[config.mk]
export PLATFORM = sky130hd
export DESIGN_NAME = vram_arbiter
export DESIGN_NICKNAME = d
export VERILOG_FILES = /design/src/rtl/vram_pkg.sv /design/src/rtl/vram_wfifo.sv /design/src/rtl/vram_arbiter.sv
export SDC_FILE = /design/constraint.sdc
export NUM_CORES = 1
export LEC_CHECK = 0
export ABC_AREA = 1
export BUFFER_PORTS_ARGS = -buffer_cell sky130_fd_sc_hd__buf_2
export CAP_MARGIN = 20
export CORE_ASPECT_RATIO = 1.1
export CORE_MARGIN = 3
export CORE_UTILIZATION = 30
export CTS_CLUSTER_SIZE = 24
export DETAILED_ROUTE_END_ITERATION = 10
export GPL_TIMING_DRIVEN = 0
export PLACE_DENSITY_LB_ADDON = 0.05
export SYNTH_ARGS = -nofsm -noshare
export SYNTH_HDL_FRONTEND = slang
export SYNTH_SLANG_ARGS = --single-unit
[constraint.sdc]
create_clock -name clk -period 3.55 [get_ports clk]
set_input_delay 1.065 -clock clk [delete_from_list [all_inputs] [get_ports clk]]
set_output_delay 1.065 -clock clk [all_outputs]
set_load 0.02 [all_outputs]
[src/rtl/vram_pkg.sv]
// Shared types and defaults for the VRAM arbiter slice.
// Optional feature macro: VRAM_RAW_FWD_EN (read-after-write forwarding from the write FIFO).
package vram_pkg;

  localparam int unsigned VRAM_ADDR_W      = 15;
  localparam int unsigned VRAM_DATA_W      = 8;
  localparam int unsigned VRAM_WFIFO_DEPTH = 4;

  // Owner of the VRAM port in a given cycle
  typedef enum logic [1:0] {
    G_IDLE = 2'd0,
    G_DISP = 2'd1,
    G_WR   = 2'd2,
    G_RD   = 2'd3
  } grant_e;

  // One posted CPU write at the default widths
  typedef struct packed {
    logic [VRAM_ADDR_W-1:0] addr;
    logic [VRAM_DATA_W-1:0] data;
  } wfifo_entry_t;

  // Occupancy counter width: must represent 0..depth inclusive
  function automatic int unsigned wfifo_cnt_w(input int unsigned depth);
    return $clog2(depth) + 1;
  endfunction

endpackage

[src/rtl/vram_wfifo.sv]
// Posted-write FIFO holding {addr, data} pairs for the VRAM arbiter.
// With VRAM_RAW_FWD_EN defined, all entries and the read pointer are exported
// so the arbiter can search them for read-after-write forwarding.
module vram_wfifo
  import vram_pkg::*;
#(
  parameter  int unsigned ADDR_W = VRAM_ADDR_W,
  parameter  int unsigned DATA_W = VRAM_DATA_W,
  parameter  int unsigned DEPTH  = VRAM_WFIFO_DEPTH,
  localparam int unsigned PTR_W  = $clog2(DEPTH),
  localparam int unsigned CNT_W  = wfifo_cnt_w(DEPTH)
) (
  input  logic              clk,
  input  logic              rst,
  input  logic              push_i,
  input  logic [ADDR_W-1:0] push_addr_i,
  input  logic [DATA_W-1:0] push_data_i,
  input  logic              pop_i,
  output logic [ADDR_W-1:0] head_addr_o,
  output logic [DATA_W-1:0] head_data_o,
  output logic              full_o,
  output logic              empty_o,
  output logic [CNT_W-1:0]  count_o
`ifdef VRAM_RAW_FWD_EN
  ,
  output logic [ADDR_W-1:0] ent_addr_o [DEPTH],
  output logic [DATA_W-1:0] ent_data_o [DEPTH],
  output logic [PTR_W-1:0]  rd_ptr_o
`endif
);

  logic [ADDR_W-1:0] addr_q [DEPTH];
  logic [DATA_W-1:0] data_q [DEPTH];
  logic [PTR_W-1:0]  wr_ptr_q, wr_ptr_d;
  logic [PTR_W-1:0]  rd_ptr_q, rd_ptr_d;
  logic [CNT_W-1:0]  count_q, count_d;
  logic              do_push, do_pop;

  // Status flags, guarded push/pop, and next pointer/count values
  always_comb begin
    full_o   = (count_q == CNT_W'(DEPTH));
    empty_o  = (count_q == '0);
    count_o  = count_q;
    do_push  = push_i && !full_o;
    do_pop   = pop_i && !empty_o;
    wr_ptr_d = do_push ? wr_ptr_q + PTR_W'(1) : wr_ptr_q;
    rd_ptr_d = do_pop  ? rd_ptr_q + PTR_W'(1) : rd_ptr_q;
    count_d  = count_q;
    if (do_push && !do_pop) begin
      count_d = count_q + CNT_W'(1);
    end else if (do_pop && !do_push) begin
      count_d = count_q - CNT_W'(1);
    end
  end

  // Head entry presented to the arbiter
  always_comb begin
    head_addr_o = addr_q[rd_ptr_q];
    head_data_o = data_q[rd_ptr_q];
  end

`ifdef VRAM_RAW_FWD_EN
  // Expose storage for forwarding lookups
  always_comb begin
    ent_addr_o = addr_q;
    ent_data_o = data_q;
    rd_ptr_o   = rd_ptr_q;
  end
`endif

  // Pointer and occupancy registers; reset empties the FIFO
  always_ff @(posedge clk or posedge rst) begin
    if (rst) begin
      wr_ptr_q <= '0;
      rd_ptr_q <= '0;
      count_q  <= '0;
    end else begin
      wr_ptr_q <= wr_ptr_d;
      rd_ptr_q <= rd_ptr_d;
      count_q  <= count_d;
    end
  end

  // Entry storage; contents are meaningless outside the valid window
  always_ff @(posedge clk) begin
    if (do_push) begin
      addr_q[wr_ptr_q] <= push_addr_i;
      data_q[wr_ptr_q] <= push_data_i;
    end
  end

endmodule

[src/rtl/vram_arbiter.sv]
// Single-port VRAM arbiter: display fetch has absolute priority, then posted
// CPU writes from the FIFO, then the one held CPU read.
// Optional macro VRAM_RAW_FWD_EN: reads are accepted with a non-empty FIFO and
// are answered from the youngest matching FIFO entry without a VRAM access.
module vram_arbiter
  import vram_pkg::*;
#(
  parameter int unsigned ADDR_W      = VRAM_ADDR_W,
  parameter int unsigned DATA_W      = VRAM_DATA_W,
  parameter int unsigned WFIFO_DEPTH = VRAM_WFIFO_DEPTH
) (
  input  logic                         clk,
  input  logic                         rst,
  input  logic                         disp_req,
  input  logic [ADDR_W-1:0]            disp_addr,
  output logic [DATA_W-1:0]            disp_rdata,
  output logic                         disp_rvalid,
  input  logic                         cpu_valid,
  input  logic                         cpu_we,
  input  logic [ADDR_W-1:0]            cpu_addr,
  input  logic [DATA_W-1:0]            cpu_wdata,
  output logic                         cpu_ready,
  output logic [DATA_W-1:0]            cpu_rdata,
  output logic                         cpu_rvalid,
  output logic                         mem_en,
  output logic                         mem_we,
  output logic [ADDR_W-1:0]            mem_addr,
  output logic [DATA_W-1:0]            mem_wdata,
  input  logic [DATA_W-1:0]            mem_rdata,
  output logic [$clog2(WFIFO_DEPTH):0] wfifo_count
);

  localparam int unsigned PTR_W = $clog2(WFIFO_DEPTH);
  localparam int unsigned CNT_W = wfifo_cnt_w(WFIFO_DEPTH);

  grant_e            grant_q, grant_d;
  logic              hold_valid_q, hold_valid_d;
  logic [ADDR_W-1:0] hold_addr_q, hold_addr_d;
  logic              fwd_valid_q, fwd_valid_d;
  logic [DATA_W-1:0] fwd_data_q, fwd_data_d;

  logic              fifo_push, fifo_pop, fifo_full, fifo_empty;
  logic [ADDR_W-1:0] head_addr;
  logic [DATA_W-1:0] head_data;
  logic [CNT_W-1:0]  fifo_count;

  logic              rd_ok, rd_accept, fwd_hit, fwd_take;
  logic [DATA_W-1:0] fwd_data;

`ifdef VRAM_RAW_FWD_EN
  logic [ADDR_W-1:0] ent_addr [WFIFO_DEPTH];
  logic [DATA_W-1:0] ent_data [WFIFO_DEPTH];
  logic [PTR_W-1:0]  fifo_rd_ptr;
  logic [PTR_W-1:0]  idx;
`endif

  vram_wfifo #(
    .ADDR_W (ADDR_W),
    .DATA_W (DATA_W),
    .DEPTH  (WFIFO_DEPTH)
  ) u_wfifo (
    .clk         (clk),
    .rst         (rst),
    .push_i      (fifo_push),
    .push_addr_i (cpu_addr),
    .push_data_i (cpu_wdata),
    .pop_i       (fifo_pop),
    .head_addr_o (head_addr),
    .head_data_o (head_data),
    .full_o      (fifo_full),
    .empty_o     (fifo_empty),
    .count_o     (fifo_count)
`ifdef VRAM_RAW_FWD_EN
    ,
    .ent_addr_o  (ent_addr),
    .ent_data_o  (ent_data),
    .rd_ptr_o    (fifo_rd_ptr)
`endif
  );

`ifdef VRAM_RAW_FWD_EN
  // Scan oldest to youngest so the last hit wins: that is the youngest write
  always_comb begin
    fwd_hit  = 1'b0;
    fwd_data = '0;
    idx      = '0;
    for (int unsigned i = 0; i < WFIFO_DEPTH; i++) begin
      idx = fifo_rd_ptr + PTR_W'(i);
      if ((CNT_W'(i) < fifo_count) && (ent_addr[idx] == cpu_addr)) begin
        fwd_hit  = 1'b1;
        fwd_data = ent_data[idx];
      end
    end
    rd_ok = !hold_valid_q;
  end
`else
  // Reads wait until no posted write could be newer than VRAM contents
  always_comb begin
    fwd_hit  = 1'b0;
    fwd_data = '0;
    rd_ok    = !hold_valid_q && fifo_empty;
  end
`endif

  // CPU handshake: writes need FIFO space, reads need the holding slot
  always_comb begin
    cpu_ready = !rst && (cpu_we ? !fifo_full : rd_ok);
    fifo_push = cpu_valid && cpu_we && cpu_ready;
    rd_accept = cpu_valid && !cpu_we && cpu_ready;
    fwd_take  = rd_accept && fwd_hit;
  end

  // Grant state register: remembers who owned the port last cycle
  always_ff @(posedge clk or posedge rst) begin
    if (rst) begin
      grant_q <= G_IDLE;
    end else begin
      grant_q <= grant_d;
    end
  end

  // Next grant: display, then FIFO head, then held read, then a fresh read
  always_comb begin
    grant_d = G_IDLE;
    if (rst) begin
      grant_d = G_IDLE;
    end else if (disp_req) begin
      grant_d = G_DISP;
    end else if (!fifo_empty) begin
      grant_d = G_WR;
    end else if (hold_valid_q) begin
      grant_d = G_RD;
    end else if (rd_accept && !fwd_take) begin
      grant_d = G_RD;
    end
  end

  // Grant outputs: VRAM port this cycle, return-data steering from last grant
  always_comb begin
    mem_en      = 1'b0;
    mem_we      = 1'b0;
    mem_addr    = '0;
    mem_wdata   = '0;
    fifo_pop    = 1'b0;
    unique case (grant_d)
      G_DISP: begin
        mem_en   = 1'b1;
        mem_addr = disp_addr;
      end
      G_WR: begin
        mem_en    = 1'b1;
        mem_we    = 1'b1;
        mem_addr  = head_addr;
        mem_wdata = head_data;
        fifo_pop  = 1'b1;
      end
      G_RD: begin
        mem_en   = 1'b1;
        mem_addr = hold_valid_q ? hold_addr_q : cpu_addr;
      end
      default: ;
    endcase
    disp_rvalid = (grant_q == G_DISP);
    disp_rdata  = disp_rvalid ? mem_rdata : '0;
    cpu_rvalid  = (grant_q == G_RD) || fwd_valid_q;
    if (grant_q == G_RD) begin
      cpu_rdata = mem_rdata;
    end else if (fwd_valid_q) begin
      cpu_rdata = fwd_data_q;
    end else begin
      cpu_rdata = '0;
    end
    wfifo_count = fifo_count;
  end

  // Holding register: a read that cannot issue or forward now is parked here
  always_comb begin
    hold_valid_d = hold_valid_q;
    hold_addr_d  = hold_addr_q;
    if (grant_d == G_RD) begin
      hold_valid_d = 1'b0;
    end else if (rd_accept && !fwd_take) begin
      hold_valid_d = 1'b1;
      hold_addr_d  = cpu_addr;
    end
    fwd_valid_d = fwd_take;
    fwd_data_d  = fwd_take ? fwd_data : '0;
  end

  // Read-side state registers; reset drops any parked or in-flight read
  always_ff @(posedge clk or posedge rst) begin
    if (rst) begin
      hold_valid_q <= 1'b0;
      hold_addr_q  <= '0;
      fwd_valid_q  <= 1'b0;
      fwd_data_q   <= '0;
    end else begin
      hold_valid_q <= hold_valid_d;
      hold_addr_q  <= hold_addr_d;
      fwd_valid_q  <= fwd_valid_d;
      fwd_data_q   <= fwd_data_d;
    end
  end

endmodule

==> qor.log <==
[placement] worst slack at placement -643 ps
[hold_path] Hold Crit Class flip-flop to flip-flop
[floorplanning] full die area 0.0191 mm2
[global_route] total global routing overflow 0
[clock_tree] number of levels the H-tree was split into 4
[sta] pins over their slew limit 0
[clock_tree] TritonCTS clock tree built
[detailed_routing] wire length reported by the detailed router 15.0 mm
[outcome] result of the run finished, final reports clean
[final_layout] commonest non-fill, non-tap cell in the layout sky130_fd_sc_hd__nand2_1
[floorplanning] number of top-level pins 98
[global_route] initial antenna violation count 0
[global_route] number of global-route vias before repair 4051
[floorplanning] Initial Utilization 30.6%
[worst_setup_path] top fanout value on the critical path 15
[detailed_routing] via density per instance 4.59
[sta] worst slew margin relative to its limit 46.0%
[clock_tree] buffer levels on the longest clock path 2
[worst_setup_path] Critical Path Start Type primary input
[clock_tree] sinks on the clock net 117
[placement] weighted congestion at the end of routability-driven global placement 0.839
[final_layout] top library cells by usage in the layout, fill and taps aside sky130_fd_sc_hd__nand2_1 (114), sky130_fd_sc_hd__buf_2 (104), sky130_fd_sc_hd__edfxtp_1 (92), sky130_fd_sc_hd__nor2_1 (83), sky130_fd_sc_hd__o21ai_0 (48)
[synthesis] Yosys Warn Count 0
[floorplanning] die boundary width 132 um
[global_route] largest net degree at the start of global routing 30
[detailed_routing] residual DRC count 0
[synthesis] flip-flop and latch count after synthesis 117
[placement] placed wire-length estimate 10.2 mm
[pwr] leakage power figure 2.83 nW
[sta] final number of setup-violating endpoints 0
[global_route] overall routing resource usage 16.0%
[synthesis] number of distinct library cell variants in the gate-level netlist after synthesis 27
[sta] final hold slack 466 ps
[final_layout] Area growth syn-to-layout 28.1%
[placement] input/output buffers 97
[sta] largest clock skew in the final design 8.72 ps
[detailed_routing] routed length per placed instance 17.0 um
[global_route] first-pass GRT wire length 22.9 mm
[hold_path] cell depth of the worst min-delay path 2
[synthesis] combined area of all synthesized cells 0.00523 mm2
[worst_setup_path] arrival time of data at the critical path endpoint 2390 ps
[floorplanning] Floorplan Core Area 0.0171 mm2
[pwr] peak supply drop 0.000370 V
[sta] minimum period implied by the final worst setup slack 3460 ps
[detailed_routing] total iterations of the first detailed-routing run 4
[sta] final total negative setup slack 0 ps
[sta] Worst Setup Slack, final 94.0 ps
[clock_tree] clock latency at the later pin of the worst-skew pair 410 ps
[sta] Worst Tran Pin Value 809 ps
[synthesis] total nets after synthesis 571
[detailed_routing] Vias 4042
[synthesis] Seq/Total Area, Yosys 64.8%
[pwr] Pwr per Cell Area 761 mW/mm2
[sta] hold violation count in the final report 0
[worst_setup_path] data required time at the worst endpoint 2480 ps
[synthesis] Mapped Avg Cell Area 10.2 um2
[sta] period utilisation layout 97.4%
[detailed_routing] drt initial violations 185
[pwr] total power after layout 5.10 mW
[worst_setup_path] crit end category output pin
[final_layout] total number of nets in the final design 692
[detailed_routing] post-route antenna net violation count 0
[clock_tree] clock buffers created by TritonCTS 17
[clock_tree] Clock transition at path regs 50 ps
[floorplanning] die extent in y 145 um
[worst_setup_path] startpoint-to-endpoint class of the critical path primary input to output pin
[floorplanning] number of rows created at floorplan 50
[final_layout] count of inserted antenna diode cells 0
[sta] Max Clk Rate 0.289 GHz
[worst_setup_path] number of cells on the worst reg-to-reg path 10
[clock_tree] root cell of the clock tree sky130_fd_sc_hd__clkbuf_16
[run] Max Cap Violations 0
[synthesis] count of mapped cells out of synthesis 514
[final_layout] fraction of final layout cells with drive strength greater than 1 25.3%
==> cell families after synthesis <==
kind of cell | after synthesis | share of synthesized area (%)
AO/OA/AOI/OAI | 75 | 7.80
XOR/XNOR | 5 | 0.837
adder cells (fa/ha/maj) | 6 | 1.58
buffers and inverters | 55 | 4.28
flip-flops | 117 | 64.8
multiplexers | 1 | 0.215
AND/OR/NAND/NOR | 255 | 20.5
==> through the flow <==
step,instance area (um2),std cells,util [%]
final,6700,881,39.2
after global routing,6700,881,39.2
after CTS,6660,880,39.0
after detailed placement,6060,847,35.5
after global placement,6010,845,35.2
after floorplan,5230,514,-
==> cells in the mapped netlist (all sizes together) <==
master  instances  area share [%]
inv            27             1.9
nand2         115             8.4
o22ai          15             1.8
xnor2           1            0.17
dfrtp          25              12
clkinv          2            0.17
xor2            4            0.67
ha              5             1.2
nand3          34             3.7
edfxtp         92              53
o21bai          1            0.36
o21ai          49             4.7
a21oi          10            0.96
buf            10             1.0
clkbuf         16             1.1
nand4          15             1.8
nor2           91             6.7
mux2            1            0.22
fa              1            0.38
==> power by group <==
part / switching, mW / internal (mW) / leakage (nW)
clock: 0.585 / 1.08 / 0.275
sequential: 0.0998 / 1.67 / 1.14
combinational: 1.14 / 0.513 / 1.41
total: 1.83 / 3.27 / 2.83
==> state kept, by name, summed over array words and instances (netlist names) <==
name,cells
u_wfifo.rd_ptr_q,2
u_wfifo.wr_ptr_q,2
u_wfifo.addr_q,60
hold_addr_q,15
u_wfifo.count_o,3
grant_q,2
u_wfifo.data_q,32
hold_valid_q,1
==> final cells by class <==
type | instances | area (um2)
flip-flops and latches | 117 | 3390
inverters | 29 | 126
fillers | 1678 | 10400
clock inverters | 13 | 140
clock buffers | 18 | 429
repair inverters | 1 | 8.76
plain buffers | 26 | 128
multi-input cells | 342 | 1660
well taps | 234 | 293
repair buffers | 101 | 531
==> worst paths after layout <==
check	start	end	slack [ps]
max	rst	mem_en	90
min	hold_addr_q[4]	hold_addr_q[4]	470
max reg2reg	u_wfifo.count_o[0]	u_wfifo.count_o[2]	1030
min reg2reg	hold_addr_q[4]	hold_addr_q[4]	470
max in group asynchronous	rst	hold_addr_q[0]	2690
min in group asynchronous	rst	hold_addr_q[6]	660
==> layer usage <==
layer  routed length, um  GRT usage [%]  up-vias  part of all wire (%)
li1                    -              -     2005                     -
met3                 533           3.41       15                   3.6
met2                7390           27.8      103                    49
met1                6820           20.0     1919                    46
met4                 227           5.64        0                   1.5
met5                   0              0        -                     0
==> worst max-delay path: stages <==
cell	delay, ps
sky130_fd_sc_hd__buf_2	270
sky130_fd_sc_hd__clkinv_8	160
sky130_fd_sc_hd__nand3_2	160
sky130_fd_sc_hd__o21bai_4	100
sky130_fd_sc_hd__buf_4	160
sky130_fd_sc_hd__o21ai_1	220
sky130_fd_sc_hd__nand2_1	80
sky130_fd_sc_hd__buf_2	170
==> what timing repair did <==
action                                  CTS  global route
hold buffers                              0             0
endpoints found under the setup margin   25            23
setup buffers                             2             0
pin swaps                                 1             0
cloned                                    0             1
hold endpoints to repair                  0             0
resized for setup                         8            21
Note: power is estimated with default switching activity, not from simulation.
